[src/rtl/config_frame_writer_if.sv]
// Word stream from the column config controller into a frame writer.
// master drives data/valid; slave (the writer) returns ready.
interface config_frame_writer_if;
  logic [31:0] s_data;
  logic        s_valid;
  logic        s_ready;

  modport master (output s_data, output s_valid, input s_ready);
  modport slave  (input s_data, input s_valid, output s_ready);
endinterface

[src/rtl/config_frame_writer.sv]
// Frame latch write sequencer: header + N data words become a
// setup/strobe/hold sequence on one-hot FrameStrobe lines.
module config_frame_writer #(
  parameter int FrameBitsPerRow = 32,
  parameter int MaxFramesPerCol = 20,
  parameter int SETUP_CYCLES    = 1,
  parameter int STROBE_CYCLES   = 2,
  parameter int HOLD_CYCLES     = 1
) (
  input  logic                       CLK,
  input  logic                       reset,
  config_frame_writer_if.slave       s,
  output logic [FrameBitsPerRow-1:0] FrameData,
  output logic [MaxFramesPerCol-1:0] FrameStrobe,
  output logic                       busy,
  output logic                       err
);

  typedef enum logic [2:0] {IDLE, LOAD, SETUP, STROBE, HOLD} state_t;

  localparam logic [7:0] SetupLast  = 8'(SETUP_CYCLES - 1);
  localparam logic [7:0] StrobeLast = 8'(STROBE_CYCLES - 1);
  localparam logic [7:0] HoldLast   = 8'(HOLD_CYCLES - 1);
  localparam logic [7:0] IdxLimit   = 8'(MaxFramesPerCol);

  state_t                     state, nextState;
  logic [7:0]                 phase, nextPhase;
  logic [7:0]                 idx, nextIdx;
  logic [15:0]                remaining, nextRemaining;
  logic                       readyQ, nextReady;
  logic                       accept, setErr, loadData, inRange;
  logic [MaxFramesPerCol-1:0] oneHot, nextStrobe;

  assign accept    = s.s_valid & readyQ;
  assign s.s_ready = readyQ;
  assign busy      = (state != IDLE);
  assign inRange   = (idx < IdxLimit);

  // Per-line decode of the current frame index.
  for (genvar f = 0; f < MaxFramesPerCol; f++) begin : g_dec
    assign oneHot[f] = (idx == 8'(f));
  end

  always_ff @(posedge CLK or posedge reset) begin
    if (reset) begin
      state       <= IDLE;
      phase       <= '0;
      idx         <= '0;
      remaining   <= '0;
      readyQ      <= 1'b0;
      FrameStrobe <= '0;
      FrameData   <= '0;
      err         <= 1'b0;
    end else begin
      state       <= nextState;
      phase       <= nextPhase;
      idx         <= nextIdx;
      remaining   <= nextRemaining;
      readyQ      <= nextReady;
      FrameStrobe <= nextStrobe;
      if (setErr)   err       <= 1'b1;
      if (loadData) FrameData <= s.s_data;
    end
  end

  always_comb begin
    nextState     = state;
    nextPhase     = phase;
    nextIdx       = idx;
    nextRemaining = remaining;
    setErr        = 1'b0;
    loadData      = 1'b0;
    unique case (state)
      IDLE: if (accept) begin
        if (s.s_data[31:24] != 8'hA5) begin
          setErr = 1'b1;
        end else if (s.s_data[15:0] != 16'd0) begin
          nextIdx       = s.s_data[23:16];
          nextRemaining = s.s_data[15:0];
          nextState     = LOAD;
        end
      end
      LOAD: if (accept) begin
        loadData  = 1'b1;
        nextPhase = '0;
        nextState = SETUP;
      end
      SETUP: begin
        if (phase == SetupLast) begin
          nextPhase = '0;
          nextState = STROBE;
        end else nextPhase = phase + 8'd1;
      end
      STROBE: begin
        if (phase == StrobeLast) begin
          nextPhase = '0;
          nextState = HOLD;
        end else nextPhase = phase + 8'd1;
      end
      HOLD: begin
        if (phase == HoldLast) begin
          nextPhase     = '0;
          // idx saturates so out-of-range frames never alias back into range
          nextIdx       = (idx == 8'hFF) ? idx : idx + 8'd1;
          nextRemaining = remaining - 16'd1;
          nextState     = (remaining == 16'd1) ? IDLE : LOAD;
        end else nextPhase = phase + 8'd1;
      end
      default: nextState = IDLE;
    endcase

    nextReady  = (nextState == IDLE) || (nextState == LOAD);
    nextStrobe = '0;
    if (nextState == STROBE && inRange) nextStrobe = oneHot;
    if (nextState == STROBE && state != STROBE && !inRange) setErr = 1'b1;
  end

endmodule

[src/flat_wrapper.sv]
// flat-port wrapper written by rule: the top's interface ports become plain ports
module config_frame_writer_flat 
#(
  parameter int FrameBitsPerRow = 32,
  parameter int MaxFramesPerCol = 20,
  parameter int SETUP_CYCLES    = 1,
  parameter int STROBE_CYCLES   = 2,
  parameter int HOLD_CYCLES     = 1
)
  (CLK, reset, FrameData, FrameStrobe, busy, err, s_s_data, s_s_valid, s_s_ready);
  config_frame_writer_if s_i ();
  input  logic CLK;
  input  logic reset;
  output logic [FrameBitsPerRow-1:0] FrameData;
  output logic [MaxFramesPerCol-1:0] FrameStrobe;
  output logic busy;
  output logic err;
  input wire logic [$bits(s_i.s_data)-1:0] s_s_data;
  input wire logic [$bits(s_i.s_valid)-1:0] s_s_valid;
  output wire logic [$bits(s_i.s_ready)-1:0] s_s_ready;
  assign s_i.s_data = s_s_data;
  assign s_i.s_valid = s_s_valid;
  assign s_s_ready = s_i.s_ready;
  config_frame_writer #(.FrameBitsPerRow(FrameBitsPerRow), .MaxFramesPerCol(MaxFramesPerCol), .SETUP_CYCLES(SETUP_CYCLES), .STROBE_CYCLES(STROBE_CYCLES), .HOLD_CYCLES(HOLD_CYCLES)) u_core (.CLK(CLK), .reset(reset), .s(s_i), .FrameData(FrameData), .FrameStrobe(FrameStrobe), .busy(busy), .err(err));
endmodule
[config.mk]
export PLATFORM = sky130hd
export DESIGN_NAME = config_frame_writer_flat
export DESIGN_NICKNAME = d
export VERILOG_FILES = /design/src/rtl/config_frame_writer_if.sv /design/src/rtl/config_frame_writer.sv /design/src/flat_wrapper.sv
export SDC_FILE = /design/constraint.sdc
export NUM_CORES = 1
export LEC_CHECK = 0
export CAP_MARGIN = 20
export CORE_ASPECT_RATIO = 0.6
export CORE_MARGIN = 1
export CORE_UTILIZATION = 40
export DETAILED_ROUTE_END_ITERATION = 6
export HOLD_SLACK_MARGIN = 0.12
export PLACE_DENSITY = 0.72
export SKIP_LAST_GASP = 1
export SYNTH_ARGS = -nofsm -noshare
export SYNTH_HDL_FRONTEND = slang
export SYNTH_SLANG_ARGS = --single-unit
[constraint.sdc]
create_clock -name CLK -period 3.5 [get_ports CLK]
set_clock_uncertainty 0.05 [all_clocks]
set_input_delay 0.35 -clock CLK [delete_from_list [all_inputs] [get_ports CLK]]
set_output_delay 0.35 -clock CLK [all_outputs]
set_load 0.05 [all_outputs]
== After elaboration in Yosys (flattened, before gate mapping) ==
Cells that the tools add are included.

* Word-level logic and storage cells: 97
* Memory bits (writable): 0
* Bits in read-only memories: 0
* Bits in latches: 0
* Register bits after elaboration: 89
* Output and inout bits: 55
* Input bits: 35
* Memories: 0

* Reductions and logical operators: 17
* Add/subtract/negate cells: 3
* Equal/unequal tests: 36
* Multiplexer cells: 31
* Shift operators: 0
* Magnitude comparators: 1
* Multipliers: 0
* Divide/modulo/power cells: 0
* Bitwise logic cells: 1

{| class="wikitable"
|+ Operators with widths
! kind !! count
|-
| $eq 8x4->1 const B || 8
|-
| $mux 16 || 4
|-
| $mux 8 || 8
|-
| $eq 8x3->1 const B || 4
|-
| $eq 8x5->1 const B || 4
|-
| $pmux 16 s2 || 1
|-
| $pmux 8 s3 || 1
|-
| $mux 3 || 7
|-
| $mux 20 || 1
|-
| $add 8x1->8 const B || 2
|-
| $eq 16x1->1 const B || 1
|-
| $eq 8x1->1 const B || 2
|-
| $eq 8x2->1 const B || 2
|-
| $logic_not 8->1 || 2
|-
| $pmux 8 s2 || 1
|-
| $reduce_bool 16->1 || 1
|-
| $sub 16x1->16 const B || 1
|-
| $pmux 3 s5 || 1
|-
| $eq 3x2->1 const B || 3
|-
| $eq 8x8->1 const B || 1
|-
| $lt 8x5->1 const B || 1
|-
| $ne 2x1->1 const B || 4
|-
| $ne 8x8->1 const B || 1
|-
| $mux 1 || 7
|-
| other kinds (15) || 21
|}

== Depth between registers and ports, before layout ==
Gate-level depths: netlist of run 1.

* Word-level depth: 9
* Mapped depth: 9
* Mapped depth without buffers: 7

== Least setup slack after synthesis of run 1 ==
Ideal clock, no wire load.

* Kind: flip-flop to flip-flop
* Start point: register u_core.remaining[0]
* End point: register u_core.remaining[14]
* Arrival time: 1.989 ns
* Path slack: 1.378 ns
* Stages on the path, launching flop included: 8
* Buffers on the path: 0
* Setup time: 0.083 ns
* Required time: 3.367 ns
* Clock period less this slack: 2.122 ns
* Cells stage by stage: dfrtp_1 > inv_1 > ha_1 > or4b_2 > nor2_1 > nand2_1 > o31a_2 > o21ai_0

* Longest elaborated chain between the ends: 3

{| class="wikitable"
|+ RTL lines
! item !! RTL line !! text
|-
| start, declared || config_frame_writer.sv:29 || <nowiki>logic [15:0] remaining, nextRemaining;</nowiki>
|-
| start signal, assigned || config_frame_writer.sv:58 || <nowiki>remaining <= nextRemaining;</nowiki>
|-
| $sub 16x1->16 || config_frame_writer.sv:105 || <nowiki>nextRemaining = remaining - 16'd1;</nowiki>
|-
| $mux 16 || config_frame_writer.sv:101 || <nowiki>if (phase == HoldLast) begin</nowiki>
|-
| $pmux 16 s2 || config_frame_writer.sv:73 || <nowiki>unique case (state)</nowiki>
|}

Every way passes these cells. The select of a mux whose other input is x is not followed.
A chain may end at the register's enable or synchronous reset.

== Worst setup path in the final report of run 1 ==
Same ends and word-level chain as after synthesis.

==> impl_metrics.toml, run 1 <==
[critical_path]
critPathBufInv = 1
required_ps = 3660
crit_top_cell = "o21ai_0"
r2r_cells = 7
path_cells = "inv_1, ha_1, or4b_2, nor3b_1, a21oi_1, o21ai_0, o21ai_0"
crit_path_top_delay_cell = "or4b_2"
critPathArrivalTime_ps = 2800
crit_family = "simple AND/OR/NAND/NOR gates"
path_depth = 7
cp_max_fo = 5
crit_path_end_kind = "flop"
crit_path_max_incr_delay_ps = 660
startpoint_type = "flop"
crit_type = "flop to flop"

[placed_design]
place_ws_ps = 719
post-dp-hpwl_um = 7510
placed_area_sq_um = 5330
dpl.cell_count = 621
gp_congestion = 0.855
port_buffers = 89

[global_routing]
grt_pass1_vias = 3295
grt_pass1_wl_um = 17000
antenna_found_initial = 0
grtUsageTotal = 0.199
grt_max_degree = 41
globalRouteOverflowTotal = 0

[routing]
vias_per_cell = 5.58
drc = 0
vias = 3553
dr.max_layer_used = "met4"
dr_wl_met2_um = 4270
wire_per_inst_um = 16.7
ant_nets = 0
drt_iter0_drc = 323
dr_wl_met3_um = 1080
drt-met1-wl_um = 5240
wirelength_um = 10600
dr.pass1.iters = 5

[logic_synthesis]
seq_area_frac_synth = 0.519
synthArstFlopShare = 1.00
avgSynthCellArea_sq_um = 10.4
netlist_area_sq_um = 4290
ys_warn_count = 0
ys.flop_type = "dfrtp_1"
synth-seq-cells = 89
syn_inst = 412
synth_cell_types = 53
synth_nets = 456
synth-edff-count = 0

[timing]
tightest_slew_ps = 806
maxSlewViolCount = 0
holdWs_ps = 330
slew_headroom = 0.460
finalSetupTns_ps = 0
fin_ws_ps = 863
fin_crit_sh = 0.753
setup_viol = 0
min_period_ps = 2640
final_hold_viol_count = 0
rsz0062_at_grt = "no"
max_freq_mhz = 379

[cells_and_area]
drive_gt1_frac = 0.143
instances_no_fill = 637
synthToLayoutAreaGrowth_pct = 31.0
mostFrequentLayoutCells = "clkdlybuf4s50_1, dfrtp_1, nor2_1, o21ai_0, mux2_2"
fin_area_sq_um = 5620
final_core_util = 0.555
diodes = 0
fillers = 853
nNetsFinal = 541

[min_path]
holdCritPathClass = "input pin to asynchronous set/reset pin"

[power_and_ir_drop]
switching_share = 0.437
p_leak_nw = 2.40
p_clk_frac = 0.194
power.switching_mw = 2.10
power.density_nw_per_um2 = 856
power_mw = 4.81
comb_power_share = 0.457
internal_power_mw = 2.71
power_frac_seq = 0.349
max-vdd-ir-drop_v = 0.000584

[clock_network]
htreeDepth = 3
cts_tree = "yes"
cts_setup_buffers = 0
clockBufferDepth = 2
path_clk_slew_ps = 70
hold_buffers = 0
clock_sinks = 89
cts_resized = 0
root_buffer = "clkbuf_16"
cts_buffers = 9
clk_latency_ps = 340

[run_status]
status = "complete, no violations"

[floorplan]
core-area_sq_um = 10100
fp.dieH_um = 82.2
io-pin-count = 90
start_util = 0.424
rows = 28
die_x_um = 136
fp.dieArea_sq_um = 11200

[run]
cap_violations = 0
## power groups by stage
stage / Sequential, mW / Combinational, mW / Clock [mW]
after CTS: 1.68 / 2.21 / 0.953
after global routing: 1.73 / 2.34 / 0.996
after detailed placement: 1.69 / 2.20 / 0
after global placement: 1.67 / 2.16 / 0
final: 1.68 / 2.20 / 0.931
after floorplan: 2.26 / 0.896 / 0
## synthesized netlist by cell type (2+ instances only)
library cell   n  area, sq um
mux2i_1        2         20.0
o32ai_1        2         17.5
and4_1         4         35.0
or2_2          2         12.5
a22oi_1        4         30.0
nand2_1       24         90.1
o21ai_0       36          180
nand3_1       14         70.1
nor4_1        10         62.6
nand4_1        3         18.8
o2bb2ai_1      3         26.3
xnor2_1        2         17.5
o22ai_1        2         12.5
dfrtp_1       89         2230
buf_4          2         15.0
nor3_1         9         45.0
nand2b_1       8         50.1
or4bb_1        2         22.5
o31ai_1        2         15.0
nor2b_1        2         12.5
and3_1        20          125
a31oi_1        7         43.8
nor2_1        38          143
mux2_2        32          360
ha_1           9          113
a22o_1         2         17.5
clkbuf_1      14         52.6
a21oi_1       17         85.1
or3_1          3         18.8
inv_1         13         48.8
o22a_1         2         17.5
buf_2          5         25.0
or3b_2         3         26.3
o211ai_1       2         15.0
nor3b_1        5         37.5
## area by class of cell
type / count / area, sq um / share of cell area
Clock buffer: 10 / 239 / 0.0425
Clock inverter: 6 / 50.0 / 0.00891
Inverter: 13 / 50.0 / 0.00891
Multi-Input combinational cell: 288 / 1930 / 0.343
Sequential cell: 89 / 2230 / 0.396
Tap cell: 135 / 169 / 0.0301
Timing Repair Buffer: 96 / 956 / 0.170
## path summary, 6_finish.rpt
| path | to | slack [ps] | startpoint |
|---|---|---|---|
| min in group CLK | u_core.FrameData[10]$_DFFE_PP0P_ | 460 | u_core.FrameData[10]$_DFFE_PP0P_ |
| setup reg to reg | u_core.remaining[14]$_DFFE_PP0P_ | 860 | u_core.remaining[0]$_DFFE_PP0P_ |
| hold / removal | u_core.FrameStrobe[15]$_DFF_PP0_ | 330 | reset |
| setup / recovery | u_core.remaining[14]$_DFFE_PP0P_ | 860 | u_core.remaining[0]$_DFFE_PP0P_ |
| max in group asynchronous | u_core.remaining[5]$_DFFE_PP0P_ | 2270 | reset |
| hold reg to reg | u_core.FrameData[10]$_DFFE_PP0P_ | 460 | u_core.FrameData[10]$_DFFE_PP0P_ |
## cells by family (layout without fill, tap and decap cells)
kind of cell | after synthesis | count (layout) | synth area share
and+or+nand+nor | 155 | 155 | 0.198
DFF | 89 | 89 | 0.519
AOI/OAI and AO/OA | 88 | 88 | 0.130
buffers and inverters | 35 | 125 | 0.0338
muxes | 34 | 34 | 0.0887
adders and majority gates | 9 | 9 | 0.0262
xor gates and xnor gates | 2 | 2 | 0.00408
## sequential cells by signal, summed over array words and instances, names as in the netlist
name,count
u_core.FrameData,32
u_core.FrameStrobe,20
u_core.err,1
u_core.idx,8
u_core.phase,8
u_core.remaining,16
u_core.s.s_ready,1
u_core.state,3
## layer usage
metal / vias to the layer above / track usage
met5: - / 0
met4: 0 / 0.0449
met3: 7 / 0.0769
met2: 149 / 0.270
met1: 1735 / 0.293
li1: 1662 / -
(Power assumes the default switching activity.)
==> inputs of run 2 (changes only) <==
Settings changed: PLACE_DENSITY 0.72 to 0.75.
Clock period 3.5 ns to 2.1 ns, I/O delays scaled along.
==> run 2 against run 1 <==
Against the previous run: the flow now finishes with violations (setup timing); global-route usage rose by 2.7 points; sequential cell count did not move; clock power rose by 68%; critical path depth did not move; maximum frequency rose by 24%; cell area rose by 13%; sequential share of layout area fell by 4.6 points; clock-buffer cell count did not move; core utilization rose by 7.3 points; via count rose by 9.2%; combinational power rose by 99%; critical endpoint is now u_core.idx[7]$_DFFE_PP0P_; largest power group unchanged.
==> impl_metrics.toml, run 2 (synthesis results as in run 1) <==
[run_status]
status = "finished, violations left"
violations = "setup timing"

[cells_and_area]
synthToLayoutAreaGrowth_pct = 48.2
layout_commonest_cell = "dfrtp_1"
mostFrequentLayoutCells = "dfrtp_1, clkdlybuf4s50_1, buf_4, nor2_1, o21ai_0"
nNetsFinal = 612
largest_reg_flops = 32
reg.largest.list = "u_core.FrameData (32), u_core.FrameStrobe (20), u_core.remaining (16)"
diodes = 0
drive_gt1_frac = 0.286
regMostFlops = "u_core.FrameData"

[clock_network]
cts_buffers = 9
clock_sinks = 89
htreeDepth = 3
clk_latency_ps = 350
hold_buffers = 0
clockBufferDepth = 2
cts_tree = "yes"
path_clk_slew_ps = 70
root_buffer = "clkbuf_16"

[timing]
finalSetupTns_ps = -49.4
holdWs_ps = 154
fin_crit_sh = 1.01
slew_headroom = 0.639
maxSlewViolCount = 0
final_hold_viol_count = 0
max_freq_mhz = 470
rsz0062_at_grt = "yes"
fin_ws_ps = -26.6
min_period_ps = 2130
setup_viol = 3
tightest_slew_ps = 540

[critical_path]
startpoint_type = "flop"
critPathArrivalTime_ps = 2330
cp_max_fo = 8
crit_type = "flop to flop"
crit_path_end_kind = "flop"
required_ps = 2310

[power_and_ir_drop]
power.density_nw_per_um2 = 1370
p_leak_nw = 2.79
power_mw = 8.70
max-vdd-ir-drop_v = 0.00146

[global_routing]
antenna_found_initial = 0
grtUsageMet2 = 0.335
grt_pass1_wl_um = 18900
grt_util_met3 = 0.0781
grt_max_degree = 46
grtUsageMet1 = 0.311
busiest_layer = "met2"
grt_pass1_vias = 3712
grtUsageTotal = 0.226
globalRouteOverflowTotal = 0

[run]
cap_violations = 0

[floorplan]
fp.dieH_um = 82.2
fp.dieArea_sq_um = 11200
rows = 28
core-area_sq_um = 10100
io-pin-count = 90
start_util = 0.424
die_x_um = 136

[routing]
dr.pass1.iters = 4
ant_nets = 0
vias = 3879
wire_per_inst_um = 16.9
wirelength_um = 11900
drt_iter0_drc = 296
vias_per_cell = 5.48
drc = 0

[placed_design]
gp_congestion = 0.850
post-dp-hpwl_um = 8400
port_buffers = 89

[min_path]
holdCritPathClass = "input pin to asynchronous set/reset pin"
[run 2: changes by cell type in the layout (fill, tap and decap cells not counted), sizes merged]
cell           change
buf               +71
a31o               +1
clkdlybuf4s50      -1
[run 2: layer usage]
metal	wire [um]	vias to the layer above
met5	0	-
met4	131	0
met3	887	13
met2	5220	141
met1	5710	1905
li1	-	1820
[run 2: final timing paths]
| path | startpoint | to | slack [ps] | cells past startpoint |
|---|---|---|---|---|
| setup / recovery | u_core.phase[2]$_DFFE_PP0P_ | u_core.idx[7]$_DFFE_PP0P_ | -30 | 7 |
| hold / removal | reset | u_core.phase[7]$_DFFE_PP0P_ | 150 | 2 |
| setup reg to reg | u_core.phase[2]$_DFFE_PP0P_ | u_core.idx[7]$_DFFE_PP0P_ | -30 | 7 |
| hold reg to reg | u_core.FrameData[23]$_DFFE_PP0P_ | u_core.FrameData[23]$_DFFE_PP0P_ | 450 | 1 |
| max in group asynchronous | reset | u_core.remaining[2]$_DFFE_PP0P_ | 1290 | 3 |
| min in group CLK | s_s_data[28] | u_core.FrameData[28]$_DFFE_PP0P_ | 450 | 2 |
[run 2: final cells by class]
cell class                 instances  area, sq um
fill                             776         3770
sequential                        89         2230
multi-input combinational        289         2120
timing repair buffer             166         1500
clock buffer                      10          239
tap                              135          169
inverter                          13         52.6
clock inverter                     6         51.3
[run 2: through the flow]
step           utilization  cells  setup WS (ps)  cell area, sq um
6_report             0.628    708          -26.6              6360
5_1_grt              0.628    708          -65.2              6360
4_1_cts              0.615    705          -4.38              6230
3_5_place_dp         0.574    684           -416              5810
3_3_place_gp         0.574    684           -274              5810
2_1_floorplan            -    412           15.5              4300
[run 2: critical path, stage by stage, from the launching register on]
cell and delay [ps]:
dfrtp_1 370, or4_4 590, nor3_4 310, buf_6 170, a31o_4 140, buf_6 160
o21ai_0 90, a22oi_1 160
[run 2: power breakdown]
| part | switching, mW | internal [mW] |
|---|---|---|
| combinational | 2.57 | 1.81 |
| sequential | 0.476 | 2.27 |
| clock | 0.715 | 0.849 |
[run 2: repair_timing]
item,4_1_cts,5_1_grt
setup endpoints to repair,41,30
gates cloned,1,0
setup buffers,4,3
gates resized for setup,16,20
pin swaps,8,6
==> inputs of run 3 (changes only) <==
Settings changed: RECOVER_POWER set to 100.
==> run 3 against run 2 <==
Against the previous run: the run still ends with setup timing left; die area stayed put; combinational power is 3% lower; clock power hardly changed; total power is 1.8% lower; sequential cell count stayed put; via count hardly changed; setup slack worse by 6.6 ps; sequential share of layout area is 0.19 points higher; global-route usage stayed put; non-clock buffer count stayed put; critical path depth stayed put; final cell count stayed put; critical path type unchanged; critical endpoint unchanged.
==> impl_metrics.toml, run 3 (synthesis results as in run 1) <==
[run_status]
status = "finished, violations left"
violations = "setup timing"

[floorplan]
rows = 28
fp.dieH_um = 82.2
io-pin-count = 90
die_x_um = 136
core-area_sq_um = 10100
start_util = 0.424
fp.dieArea_sq_um = 11200

[timing]
fin_ws_ps = -33.2
maxSlewViolCount = 0
rsz0062_at_grt = "yes"
final_hold_viol_count = 0
max_freq_mhz = 469
fin_crit_sh = 1.02
slew_headroom = 0.375
holdWs_ps = 338
tightest_slew_ps = 937
finalSetupTns_ps = -65.4
setup_viol = 5
min_period_ps = 2130

[routing]
ant_nets = 0
wire_per_inst_um = 16.8
wirelength_um = 11900
dr.pass1.iters = 5
drt_iter0_drc = 215
vias = 3876
drc = 0
vias_per_cell = 5.47

[cells_and_area]
fillers = 784
nNetsFinal = 612
reg.largest.list = "u_core.FrameData (32), u_core.FrameStrobe (20), u_core.remaining (16)"
ff_latch_area_sq_um = 2230
largest_reg_flops = 32
layout_commonest_cell = "dfrtp_1"
mostFrequentLayoutCells = "dfrtp_1, buf_4, dlygate4sd3_1, nor2_1, clkdlybuf4s50_1"
drive_gt1_frac = 0.281
multi_input_area_sq_um = 2120
synthToLayoutAreaGrowth_pct = 47.4
regMostFlops = "u_core.FrameData"
diodes = 0
instances_no_fill = 708

[power_and_ir_drop]
max-vdd-ir-drop_v = 0.00141
p_clk_frac = 0.183
power_frac_seq = 0.320
power.switching_mw = 3.74
internal_power_mw = 4.80
power.density_nw_per_um2 = 1350
p_leak_nw = 2.87
comb_power_share = 0.497
power_mw = 8.54
switching_share = 0.438

[global_routing]
grt_pass1_wl_um = 18900
grtUsageTotal = 0.226
grt_pass1_vias = 3712
grt_max_degree = 46
antenna_found_initial = 0
globalRouteOverflowTotal = 0

[critical_path]
required_ps = 2310
crit_type = "flop to flop"
cp_max_fo = 8
crit_path_end_kind = "flop"
startpoint_type = "flop"
critPathArrivalTime_ps = 2340

[clock_network]
htreeDepth = 3
root_buffer = "clkbuf_16"
clk_latency_ps = 350
clockBufferDepth = 2
path_clk_slew_ps = 70
cts_tree = "yes"
cts_buffers = 9
clock_sinks = 89

[min_path]
holdCritPathClass = "input pin to asynchronous set/reset pin"

[run]
cap_violations = 0

[placed_design]
port_buffers = 89
post-dp-hpwl_um = 8400
place_ws_ps = -416
dpl.cell_count = 684
gp_congestion = 0.850
[run 3: changes by cell type in the layout (fill, tap and decap cells not counted)]
cell / before / now
nor3_2: 3 / 2
buf_4: 74 / 69
clkbuf_2: 0 / 2
clkbuf_4: 0 / 1
nor3_1: 6 / 7
dlygate4sd3_1: 0 / 54
buf_12: 2 / 1
clkbuf_1: 0 / 2
clkdlybuf4s50_1: 88 / 34
clkinvlp_2: 0 / 1
clkinvlp_4: 2 / 1
buf_2: 0 / 1
[run 3: stage by stage]
| stage | util | instance area (sq um) |
|---|---|---|
| floorplan | - | 4300 |
| global placement | 0.574 | 5810 |
| detailed placement | 0.574 | 5810 |
| CTS | 0.615 | 6230 |
| global route | 0.625 | 6320 |
| finish | 0.625 | 6320 |
[run 3: power by group through the flow]
stage	Clock [mW]	Sequential, mW	Combinational [mW]
6_report	1.57	2.73	4.24
5_1_grt	1.67	2.80	4.49
3_3_place_gp	0	2.69	4.05
2_1_floorplan	0	3.77	1.50
3_5_place_dp	0	2.73	4.16
4_1_cts	1.59	2.73	4.28
[run 3: final timing paths]
| path | endpoint | from | cells after the start | slack, ps |
|---|---|---|---|---|
| setup reg to reg | u_core.idx[7]$_DFFE_PP0P_ | u_core.phase[2]$_DFFE_PP0P_ | 7 | -30 |
| min in group CLK | u_core.FrameData[31]$_DFFE_PP0P_ | s_s_data[31] | 2 | 450 |
| setup / recovery | u_core.idx[7]$_DFFE_PP0P_ | u_core.phase[2]$_DFFE_PP0P_ | 7 | -30 |
| hold / removal | u_core.phase[7]$_DFFE_PP0P_ | reset | 2 | 340 |
| max in group asynchronous | u_core.FrameData[23]$_DFFE_PP0P_ | reset | 3 | 430 |
| hold reg to reg | u_core.FrameData[23]$_DFFE_PP0P_ | u_core.FrameData[23]$_DFFE_PP0P_ | 1 | 450 |
[run 3: final cells by class]
cell class                 instances  area share
clock buffer                      10      0.0378
multi-input combinational        289       0.335
timing repair buffer             166       0.233
inverter                          13     0.00791
sequential                        89       0.352
clock inverter                     6     0.00811
tap                              135      0.0267
[run 3: timing repair]
item	CTS	global route
hold endpoints to repair	0	0
gates cloned	1	0
resized for setup	16	20
setup buffers	4	3
endpoints found under the setup margin	41	30
pin swaps	8	6
hold buffers	0	0
[run 3: metal layers]
layer  share of wire  vias up  track usage
met5               0        -            0
met4           0.011        0       0.0674
met3           0.080       13       0.0781
met2            0.44      149        0.335
met1            0.47     1898        0.311
li1                -     1816            -
[run 3: critical path: stages (launching register included)]
cell and delay (ps):
dfrtp_1 370, or4_4 590, nor3_4 320, buf_6 170, a31o_4 140, buf_6 160
o21ai_0 90, a22oi_1 150
